[config.mk]
export PLATFORM = sky130hd
export DESIGN_NAME = rx_block_decoder
export DESIGN_NICKNAME = d
export VERILOG_FILES = /design/src/rtl/rx_block_decoder.sv
export SDC_FILE = /design/constraint.sdc
export NUM_CORES = 1
export LEC_CHECK = 0
export CORE_MARGIN = 5
export CORE_UTILIZATION = 30
export CTS_BUF_LIST = sky130_fd_sc_hd__clkbuf_4 sky130_fd_sc_hd__clkbuf_8
export DETAILED_ROUTE_END_ITERATION = 12
export PLACE_DENSITY = 0.53
export SKIP_CTS_REPAIR_TIMING = 1
export SLEW_MARGIN = 40
export SYNTH_ARGS = -nofsm -noshare
export SYNTH_HDL_FRONTEND = slang
export SYNTH_SLANG_ARGS = --single-unit
[constraint.sdc]
create_clock -name clk -period 5.1 [get_ports clk]
set_input_delay 0.51 -clock clk [delete_from_list [all_inputs] [get_ports clk]]
set_output_delay 0.51 -clock clk [all_outputs]
set_load 0.03 [all_outputs]
[src/rtl/rx_block_decoder.sv]
// 10GBASE-R PCS receive decoder: classifies descrambled 66-bit blocks and runs the
// receive FSM with one-block lookahead. Define RX_ERR_CNT_EN for the errored-block counter.
module rx_block_decoder #(
    parameter int unsigned ERR_CNT_W = 16
) (
    input  logic                 clk,
    input  logic                 reset,
    input  logic [65:0]          rx_block_in,
    input  logic                 rx_block_valid,
    input  logic                 block_lock,
    input  logic                 hi_ber,
    output logic [71:0]          decoder_out,
    output logic                 decoder_valid,
    output logic [2:0]           rx_state,
    output logic [ERR_CNT_W-1:0] err_cnt,
    input  logic                 err_cnt_clr
);

    typedef enum logic [2:0] {
        ST_INIT = 3'b000,
        ST_C    = 3'b001,
        ST_D    = 3'b010,
        ST_T    = 3'b011,
        ST_E    = 3'b100
    } state_t;

    typedef enum logic [2:0] {BT_C, BT_S, BT_D, BT_T, BT_E} btype_t;

    localparam logic [71:0] EBLOCK = {{8{8'hFE}}, 8'hFF};
    localparam logic [71:0] LBLOCK = {8'h01, 8'h00, 8'h00, 8'h9C,
                                      8'h01, 8'h00, 8'h00, 8'h9C, 8'h11};

    function automatic logic code_legal(input logic [6:0] code);
        return (code == 7'h00) || (code == 7'h1E);
    endfunction

    function automatic logic [7:0] code_char(input logic [6:0] code);
        return (code == 7'h1E) ? 8'hFE : 8'h07;
    endfunction

    state_t      state;
    state_t      nxt_state;
    logic        stage_full;
    btype_t      stage_type;
    logic [71:0] stage_word;

    logic [7:0]  blk_type;
    logic [63:0] term_data;
    logic        is_term;
    int unsigned term_lane;
    logic        codes_ok;
    btype_t      cls_type;
    logic [71:0] cls_word;
    logic        lost;
    logic        term_ok;
    logic [71:0] emit_word;

    assign blk_type  = rx_block_in[9:2];
    // Zero-extended so the data-lane select never runs past the block.
    assign term_data = {8'h00, rx_block_in[65:10]};
    assign lost      = !block_lock || hi_ber;

    always_comb begin
        is_term   = 1'b1;
        term_lane = 0;
        case (blk_type)
            8'h87:   term_lane = 0;
            8'h99:   term_lane = 1;
            8'hAA:   term_lane = 2;
            8'hB4:   term_lane = 3;
            8'hCC:   term_lane = 4;
            8'hD2:   term_lane = 5;
            8'hE1:   term_lane = 6;
            8'hFF:   term_lane = 7;
            default: is_term   = 1'b0;
        endcase
    end

    always_comb begin
        cls_type = BT_E;
        cls_word = EBLOCK;
        codes_ok = 1'b1;
        if (rx_block_in[1:0] == 2'b01) begin
            cls_type = BT_D;
            cls_word = {rx_block_in[65:2], 8'h00};
        end else if (rx_block_in[1:0] == 2'b10) begin
            if (blk_type == 8'h1E) begin
                cls_word[7:0] = 8'hFF;
                for (int unsigned j = 0; j < 8; j++) begin
                    codes_ok &= code_legal(rx_block_in[10+7*j +: 7]);
                    cls_word[8+8*j +: 8] = code_char(rx_block_in[10+7*j +: 7]);
                end
                cls_type = codes_ok ? BT_C : BT_E;
            end else if (blk_type == 8'h78) begin
                cls_type = BT_S;
                cls_word = {rx_block_in[65:10], 8'hFB, 8'h01};
            end else if (blk_type == 8'h33) begin
                cls_word[71:40] = {rx_block_in[65:42], 8'hFB};
                cls_word[7:0]   = 8'h1F;
                for (int unsigned j = 0; j < 4; j++) begin
                    codes_ok &= code_legal(rx_block_in[10+7*j +: 7]);
                    cls_word[8+8*j +: 8] = code_char(rx_block_in[10+7*j +: 7]);
                end
                cls_type = codes_ok ? BT_S : BT_E;
            end else if (is_term) begin
                cls_word[7:0] = 8'hFF << term_lane;
                for (int unsigned j = 0; j < 8; j++) begin
                    if (j < term_lane) begin
                        cls_word[8+8*j +: 8] = term_data[8*j +: 8];
                    end else if (j == term_lane) begin
                        cls_word[8+8*j +: 8] = 8'hFD;
                    end else begin
                        codes_ok &= code_legal(rx_block_in[10+7*j +: 7]);
                        cls_word[8+8*j +: 8] = code_char(rx_block_in[10+7*j +: 7]);
                    end
                end
                cls_type = codes_ok ? BT_T : BT_E;
            end
        end
    end

    // A terminate is only accepted when the lookahead block starts or idles the link.
    assign term_ok = (stage_type == BT_T) && ((cls_type == BT_S) || (cls_type == BT_C));

    always_comb begin
        case (state)
            ST_D: begin
                if (stage_type == BT_D)  nxt_state = ST_D;
                else if (term_ok)        nxt_state = ST_T;
                else                     nxt_state = ST_E;
            end
            ST_E: begin
                if (stage_type == BT_C)      nxt_state = ST_C;
                else if (stage_type == BT_D) nxt_state = ST_D;
                else if (term_ok)            nxt_state = ST_T;
                else                         nxt_state = ST_E;
            end
            default: begin
                if (stage_type == BT_C)      nxt_state = ST_C;
                else if (stage_type == BT_S) nxt_state = ST_D;
                else                         nxt_state = ST_E;
            end
        endcase
    end

    assign emit_word = (nxt_state == ST_E) ? EBLOCK : stage_word;

    always_ff @(posedge clk) begin
        if (reset) begin
            state         <= ST_INIT;
            stage_full    <= 1'b0;
            stage_type    <= BT_E;
            stage_word    <= EBLOCK;
            decoder_out   <= LBLOCK;
            decoder_valid <= 1'b0;
        end else begin
            decoder_valid <= 1'b0;
            if (lost) begin
                state      <= ST_INIT;
                stage_full <= 1'b0;
                if (rx_block_valid) begin
                    decoder_out   <= LBLOCK;
                    decoder_valid <= 1'b1;
                end
            end else if (rx_block_valid) begin
                stage_full <= 1'b1;
                stage_type <= cls_type;
                stage_word <= cls_word;
                if (stage_full) begin
                    state         <= nxt_state;
                    decoder_out   <= emit_word;
                    decoder_valid <= 1'b1;
                end
            end
        end
    end

    assign rx_state = state;

`ifdef RX_ERR_CNT_EN
    logic eblock_emit;

    assign eblock_emit = !lost && rx_block_valid && stage_full && (nxt_state == ST_E);

    always_ff @(posedge clk) begin
        if (reset || err_cnt_clr) begin
            err_cnt <= '0;
        end else if (eblock_emit && (err_cnt != '1)) begin
            err_cnt <= err_cnt + ERR_CNT_W'(1);
        end
    end
`else
    logic unused_err_cnt_clr;

    assign unused_err_cnt_clr = err_cnt_clr;
    assign err_cnt            = '0;
`endif

endmodule

Yosys cells after proc, flatten, opt, wreduce, memory -nomap -nowiden
Cells that the tools add are included.

Register bits after elaboration: 152. Input port bits: 72. Output and inout port bits: 92. Word-level logic and storage cells: 214.

Order comparisons: 8. Equal/unequal tests: 35. Shift-type cells: 1. Muxes and demuxes: 120. Bitwise gates (word level): 15. Reductions and logical operators: 29.

Operator list (count): 2-to-1 mux 72 bit (11); 2-to-1 mux 8 bit (24); == test 3 x 32 -> 1 bit, first input constant (4); less-than comparator 3 x 32 -> 1 bit, first input constant (4); 2-to-1 mux 1 bit (69); == test 2 x 32 -> 1 bit, first input constant (2); == test 8 bit, second input constant (8); less-than comparator 1 x 32 -> 1 bit, first input constant (2); less-than comparator 2 x 32 -> 1 bit, first input constant (2); == test 7 x 5 -> 1 bit, second input constant (8); zero test 7 bit (8); 2-to-1 mux 3 bit (14); == test 1 x 32 -> 1 bit, first input constant (1); zero test 32 bit (1); left shift 8 x 32 -> 8 bit, first input constant (1); case mux 3 bit (7 select lines) (1); bitwise AND 1 bit (14); logical OR 1 bit (10); == test 3 x 2 -> 1 bit, second input constant (3); == test 8 x 5 -> 1 bit, second input constant (1); == test 8 x 6 -> 1 bit, second input constant (1); == test 8 x 7 -> 1 bit, second input constant (1); OR reduction 8 bit (1); == test 3 x 1 -> 1 bit, second input constant (2); 11 further kinds (15).

Longest topological paths before layout
Gate-level depths: netlist of the first run.

Word-level depth: 93. Gate-level depth with buffers: 13. Mapped depth without buffers: 8.

Worst setup path after synthesis of the first run
No wires, ideal clock.

Path kind: input port to flip-flop. Start: input port rx_block_in[53]. End: register decoder_out[51]. Arrival: 2.892 ns. Required time: 4.964 ns. Setup slack: 2.072 ns. Stages on the path: 11. Path buffers: 3. Cell sequence: or4_4 -> a2111oi_4 -> nand3_1 -> a311o_1 -> nor4_1 -> o21a_1 -> buf_6 -> o211a_2 -> buf_6 -> buf_6 -> o21ai_2.

Longest elaborated chain between the ends: 39. Elaborated cells between the ends (all ways): 44. Classes of those cells: eq/ne (3); mux (32); bitwise (4); reduce/logical (5).

Ends and longest elaborated chain: from (decl) (RTL line 8) `input logic [65:0] rx_block_in,`; == test 7 x 5 -> 1 bit or zero test 7 bit (tied branches) (RTL line 34) `return (code == 7'h00) || (code == 7'h1E);`; logical OR 1 bit * (RTL line 34); bitwise AND 1 bit (RTL line 113) `codes_ok &= code_legal(rx_block_in[10+7*j +: 7]);`; 2-to-1 mux 1 bit (RTL line 110) `end else if (j == term_lane) begin`; 2-to-1 mux 1 bit (RTL line 108) `if (j < term_lane) begin`; 2-to-1 mux 1 bit (RTL line 105) `end else if (is_term) begin`; 2-to-1 mux 1 bit (RTL line 97) `end else if (blk_type == 8'h33) begin`; 2-to-1 mux 1 bit (RTL line 94) `end else if (blk_type == 8'h78) begin`; [23 not listed]; 2-to-1 mux 3 bit * (RTL line 134) `else if (stage_type == BT_D) nxt_state = ST_D;`; 2-to-1 mux 3 bit (RTL line 133) `if (stage_type == BT_C) nxt_state = ST_C;`; case mux 3 bit (2 select lines) * (RTL line 126) `case (state)`; == test 3 bit * (RTL line 146) `assign emit_word = (nxt_state == ST_E) ? EBLOCK : stage_word;`; 2-to-1 mux 72 bit * (RTL line 146); 2-to-1 mux 72 bit * (RTL line 169) `if (stage_full) begin`; 2-to-1 mux 72 bit * (RTL line 165) `end else if (rx_block_valid) begin`; 2-to-1 mux 72 bit * (RTL line 158) `if (lost) begin`; to (signal assigned) (RTL line 171) `decoder_out <= emit_word;`; to (decl) (RTL line 12) `output logic [71:0] decoder_out,`.

Every way passes the cells marked *; elsewhere a longest branch is shown, timed or not. The select of a mux whose other input is x is not followed. A chain may end at the register's enable or synchronous reset.

Worst setup path in the final report of the first run
Start: input port rx_block_in[4]. End: register decoder_out[21].

Longest elaborated chain between the ends: 93. Elaborated cells between the ends (all ways): 121. Classes of those cells: order compare (8); eq/ne (20); mux (81); bitwise (7); reduce/logical (5).

Ends and longest elaborated chain: branches (longest 78 deep; another with less-than comparator 1 x 32 -> 1 bit); 2-to-1 mux 3 bit * (RTL line 87) `if (blk_type == 8'h1E) begin`; 2-to-1 mux 3 bit * (RTL line 86) `end else if (rx_block_in[1:0] == 2'b10) begin`; 2-to-1 mux 3 bit * (RTL line 83) `if (rx_block_in[1:0] == 2'b01) begin`; == test 3 x 1 -> 1 bit or zero test 3 bit (tied branches) (RTL line 123) `assign term_ok = (stage_type == BT_T) && ((cls_type == BT_S) || (cls_type == BT_C));`; logical OR 1 bit * (RTL line 123); logical AND 1 bit * (RTL line 123); 2-to-1 mux 3 bit * (RTL line 129, 135); 2-to-1 mux 3 bit * (RTL line 134); 2-to-1 mux 3 bit (RTL line 133); case mux 3 bit (2 select lines) * (RTL line 126); == test 3 bit * (RTL line 146); 2-to-1 mux 72 bit * (RTL line 146); 2-to-1 mux 72 bit * (RTL line 169); 2-to-1 mux 72 bit * (RTL line 165); 2-to-1 mux 72 bit * (RTL line 158).

Mark *: on every way between the ends. The select of a mux whose other input is x is not followed.

==> flow_metrics.tcl, run 1 <==
set metrics [dict create \
    synthArstFlopShare 0 \
    die_w_um 172 \
    core_area_um2 25900 \
    yosysSeqAreaShare 0.388 \
    drv_cap 0 \
    grt_remaining_overflow 0 \
    vias_per_cell 5.67 \
    syn_avg_cell_area_um2 7.92 \
    antenna_found_initial 0 \
    synth_top_cell_area_share 0.388 \
    ys_seq_elements 152 \
    regArea_um2 3040 \
    grt_start_max_net_pins 67 \
    path_clk_slew_ns 0.09 \
    grt_pass1_vias 7817 \
    p_int_mw 1.79 \
    cts_tree "built" \
    leakagePower_nw 3.42 \
    tightestPinTransition_ns 0.890 \
    grtUsageTotal 0.197 \
    fillers 2700 \
    layout.nets 1163 \
    powerDensity_nw_per_um2 255 \
    dpl-instance-area_um2 9490 \
    syn_to_final_growth_pct 26.5 \
    worst_ep_arrival_time_ns 4.45 \
    portBuffers 146 \
    gp_congestion 0.915 \
    power_switching_uw 737 \
    fin_ws_ns 1.04 \
    grt_pass1_wl_um 45500 \
    post_drt_wl_per_cell_um 20.6 \
    timing.fmax_ghz 0.246 \
    crit_chain "clkdlybuf4s50_1 > and4_1 > o21ai_1 > nand2_1 > a2111oi_2 > nor4_1 > o21a_1 > o211a_2 > buf_12 > o21ai_0" \
    clk_path_buf_depth 2 \
    wl_um 29600 \
    cts_htree_levels 4 \
    hold_viol_final 0 \
    first_iter_violations 762 \
    clkPwrFrac 0.388 \
    io_pins 164 \
    clock_skew_ns 0.0164 \
    cp-end-kind "flop" \
    cts_root_buffer "clkbuf_8" \
    start_util 0.302 \
    fin_crit_sh 0.796 \
    min_period_ns 4.06 \
    p_seq_frac 0.493 \
    synth_cell_types 64 \
    dieArea_um2 29400 \
    ys_top_cells_by_area "dfxtp_1 39%, o21ai_0 9.1%, a21oi_1 7.3%" \
    dp_hpwl_um 21300 \
    rows 59 \
    synthFlopType "dfxtp_1" \
    antenna_left 0 \
    cp_max_fo 52 \
    crit_path_max_incr_delay_ns 0.68 \
    final.setup.tns_ns 0 \
    stdcell_count 1439 \
    dr_total_vias 8162 \
    setup_viol 0 \
    clock_sinks 152 \
    ys.warnings.count 0 \
    drive_above_1_share 0.0879 \
    dp.cells 1407 \
    synth_area_um2 7830 \
    cp-start-kind "primary input" \
    synth_edf_count 0 \
    hold_path_class "flop to flop" \
    final_area_um2 9900 \
    timing.critical_path.slowest_stage_cell "clkdlybuf4s50_1" \
    yosys.area.top_type "dfxtp_1" \
    swShare 0.292 \
    multi_input_area_um2 4360 \
    outcome "completed" \
    syn_inst 989 \
    numCtsBuffers 17 \
    grt_setup_unrepaired "no" \
    ir_worst_vdd_v 0.000137 \
    slew_violations 0 \
    drc_errors 0 \
    share_comb_of_total_power 0.119 \
    clk_latency_ns 0.46 \
    antennaDiodeCount 0 \
    die_h_um 172 \
    hold_slack_ns 0.467 \
    crit_type "primary input to flop" \
    place_ws_ns 0.703 \
    dr.pass1.iters 5 \
    cp.required_ns 5.48 \
    slew_headroom 0.405 \
]
[sequential cells by signal, summed over array words and instances, names as in the netlist]
signal,cells
decoder_out,72
stage_word,72
rx_state,3
stage_type,3
decoder_valid,1
stage_full,1
[metrics by stage]
step           power (mW)  utilization
2_1_floorplan        1.43            -
3_3_place_gp         1.57        0.366
3_5_place_dp         1.57        0.366
4_1_cts              2.55        0.382
5_1_grt              2.64        0.382
6_report             2.53        0.382
[Yosys cell counts (16+ instances only)]
library cell and count:
a21oi_1 114, o21ai_0 143, dfxtp_1 152, nand2_1 78
a22oi_1 56, nand3_1 30, nor2_1 59, clkbuf_1 68
o21ai_2 20, nor3_1 22, a211oi_1 18, buf_4 16
[routing by layer]
layer	vias to the layer above	track usage	share of wire
li1	3931	-	-
met1	3938	0.271	0.45
met2	259	0.314	0.47
met3	34	0.0370	0.057
met4	0	0.0575	0.022
met5	-	0	0
[layout make-up]
cell class                      instances  share of cell area
Multi-Input combinational cell        742               0.440
Sequential cell                       152               0.307
Clock inverter                         15              0.0184
Inverter                               11             0.00417
Timing Repair Buffer                  167               0.164
Clock buffer                           17              0.0236
Tap cell                              335              0.0423
[layout by cell type (no fill, tap or decap), types with 12 or more instances in the layout]
cell	netlist	routed
a21oi_1	114	114
a22oi_1	56	56
nor2_1	59	58
clkbuf_8	0	17
nand4_1	13	13
a211oi_1	18	18
clkdlybuf4s50_1	0	145
o221ai_1	12	12
o22ai_1	14	14
nand2_1	78	77
dfxtp_1	152	152
o21ai_2	20	20
conb_1	1	16
o211ai_1	12	12
nand3_1	30	30
buf_4	16	20
o21ai_0	143	143
nor3_1	22	22
[cell families (layout without fill, tap and decap cells)]
group                  after synthesis  in the layout  share of synthesized area
AOI/OAI and AO/OA                  455            455                      0.370
and+or+nand+nor                    271            271                      0.176
DFF                                152            152                      0.388
buffers and inverters              110            210                     0.0653
other                                1             16                   0.000479
[power groups by stage]
stage	logic [mW]	clock network (mW)	registers [mW]
floorplan	0.153	0	1.27
global placement	0.294	0	1.27
detailed placement	0.296	0	1.27
CTS	0.297	1.01	1.24
global route	0.325	1.06	1.25
finish	0.300	0.981	1.24
[worst max-delay path, delay by kind of cell]
family                 cells  cell delay (ns)
AOI/OAI and AO/OA          5             2.06
and+or+nand+nor            3             0.92
buffers and inverters      2             0.89
[final timing paths]
kind | slack (ns) | startpoint | cells after the start | to
min | 0.47 | stage_word[6] | 2 | stage_word[6]
min reg2reg | 0.47 | stage_word[6] | 2 | stage_word[6]
max | 1.04 | rx_block_in[4] | 10 | decoder_out[21]
max reg2reg | 2.42 | rx_state[2] | 9 | decoder_out[21]
Power figures use the tool's default switching activity.
==> run 2, diff against run 1 <==
--- a/config.mk
+++ b/config.mk
@@ -9,7 +9,7 @@
 export CORE_UTILIZATION = 30
 export CTS_BUF_LIST = sky130_fd_sc_hd__clkbuf_4 sky130_fd_sc_hd__clkbuf_8
 export DETAILED_ROUTE_END_ITERATION = 12
-export PLACE_DENSITY = 0.53
+export PLACE_DENSITY = 0.55
 export SKIP_CTS_REPAIR_TIMING = 1
 export SLEW_MARGIN = 40
 export SYNTH_ARGS = -nofsm -noshare
==> constraint.sdc (replaced) <==
create_clock -name clk -period 3.43 [get_ports clk]
set_input_delay 0.343 -clock clk [delete_from_list [all_inputs] [get_ports clk]]
set_output_delay 0.343 -clock clk [all_outputs]
set_load 0.03 [all_outputs]
==> run 2 against run 1 <==
Total power up 53%; worst setup slack worse by 0.62 ns; clock skew down 0.0023 ns; clock power up 56%; cell count up 4.0%; first-iteration DRC count up 8.0%; combinational power up 59%; flip-flop and latch count unchanged.
==> flow_metrics.tcl, run 2 (same netlist as run 1, synthesis figures left out) <==
set metrics [dict create \
    timing.fmax_ghz 0.333 \
    grt_setup_unrepaired "no" \
    final_cell_mix "152 x dfxtp_1, 145 x clkdlybuf4s50_1, 143 x o21ai_0" \
    cp-end-kind "flop" \
    top_regs "decoder_out (72), stage_word (72)" \
    grt_pass1_vias 7861 \
    post_drt_wl_per_cell_um 19.6 \
    setup_viol 0 \
    post-route-util 0.401 \
    powerDensity_nw_per_um2 371 \
    dp.cells 1465 \
    layout.nets 1221 \
    cp_max_fo 20 \
    dr.pass1.iters 5 \
    reg2reg_slack_ns 0.89 \
    outcome "completed" \
    hold_viol_final 0 \
    cts_tree "built" \
    dp_hpwl_um 21900 \
    die_w_um 172 \
    reg2reg_depth 9 \
    start_util 0.302 \
    cts_htree_levels 4 \
    reg2reg_from "rx_state[2]" \
    drive_above_1_share 0.133 \
    regArea_um2 3040 \
    crit_path_end "rx_state[0]" \
    slew_headroom 0.544 \
    cp-start-kind "primary input" \
    cp.required_ns 3.79 \
    slew_violations 0 \
    clock_sinks 152 \
    grt_start_max_net_pins 65 \
    leakagePower_nw 3.72 \
    die_h_um 172 \
    hold_slack_ns 0.458 \
    dr_total_vias 8399 \
    clock_skew_ns 0.0141 \
    tightestPinTransition_ns 0.667 \
    stdcell_count 1497 \
    syn_to_final_growth_pct 32.8 \
    io_pins 164 \
    cts_root_buffer "clkbuf_8" \
    grt_remaining_overflow 0 \
    worst_ep_arrival_time_ns 3.37 \
    antennaDiodeCount 0 \
    path_clk_slew_ns 0.09 \
    antenna_left 0 \
    ir_worst_vdd_v 0.000206 \
    vias_per_cell 5.61 \
    crit_type "primary input to flop" \
    numCtsBuffers 17 \
    rows 59 \
    layout_commonest_cell "dfxtp_1" \
    clk_path_buf_depth 2 \
    grtUsageTotal 0.194 \
    drc_errors 0 \
    clk_latency_ns 0.47 \
    place_ws_ns -0.0342 \
    portBuffers 146 \
    hold_path_class "flop to flop" \
    power.total_mw 3.86 \
    fin_crit_sh 0.877 \
    reg2reg_to "decoder_out[20]" \
    core_area_um2 25900 \
    min_period_ns 3.01 \
    fin_ws_ns 0.423 \
    startpoint "rx_block_in[53]" \
    multi_input_area_um2 4350 \
    drv_cap 0 \
    gp_congestion 0.939 \
    dieArea_um2 29400 \
    antenna_found_initial 0 \
    first_iter_violations 823 \
    wl_um 29300 \
    grt_pass1_wl_um 45100 \
    fillers 2660 \
]
run 2: changes by cell type in the layout (fill, tap and decap cells not counted), moves of 2 or more:
| cell | previous run | this run |
|---|---|---|
| clkbuf_4 | 0 | 2 |
| inv_6 | 6 | 3 |
| buf_12 | 1 | 5 |
| buf_4 | 20 | 74 |
| clkbuf_8 | 17 | 19 |
run 2: worst min path at each step:
stage / from / end / slack [ns] / cells past startpoint
floorplan: stage_word[6] / stage_word[6] / 0.42 / 2
global placement: stage_word[6] / stage_word[6] / 0.44 / 2
detailed placement: stage_word[6] / stage_word[6] / 0.44 / 2
CTS: stage_word[6] / stage_word[6] / 0.46 / 2
global route: stage_word[6] / stage_word[6] / 0.49 / 2
finish: stage_word[6] / stage_word[6] / 0.46 / 2
run 2: per-stage QoR:
step           setup TNS, ns  cell area [um2]
5_1_grt                    0            10400
4_1_cts                    0            10400
2_1_floorplan              0             7890
3_3_place_gp        -0.00326             9960
3_5_place_dp         -0.0342             9960
6_report                   0            10400
run 2: routing by layer:
layer  track usage  routed length [um]
met3        0.0342                1920
met4        0.0379                 400
met1         0.264               13100
met2         0.327               13900
met5             0                   0
run 2: report_power, final:
group	internal (mW)	leakage, nW	switching [mW]
logic	0.191	2.26	0.286
clock network	0.791	0.220	0.738
registers	1.82	1.24	0.0351
run 2: cell type report:
| type | count | share of cell area |
|---|---|---|
| Clock inverter | 11 | 0.0155 |
| Timing Repair Buffer | 225 | 0.203 |
| Inverter | 11 | 0.00397 |
| Multi-Input combinational cell | 742 | 0.418 |
| Sequential cell | 152 | 0.293 |
| Tap cell | 335 | 0.0403 |
| Clock buffer | 21 | 0.0266 |
run 2: worst max-delay path: stages:
cell and delay, ns:
clkdlybuf4s50_1 0.44, or4_4 0.56, a2111oi_4 0.36, nand3_1 0.19, a311o_1 0.41, a2111oi_4 0.43, nor2_2 0.08, o211a_2 0.16
buf_12 0.17, a31o_1 0.22
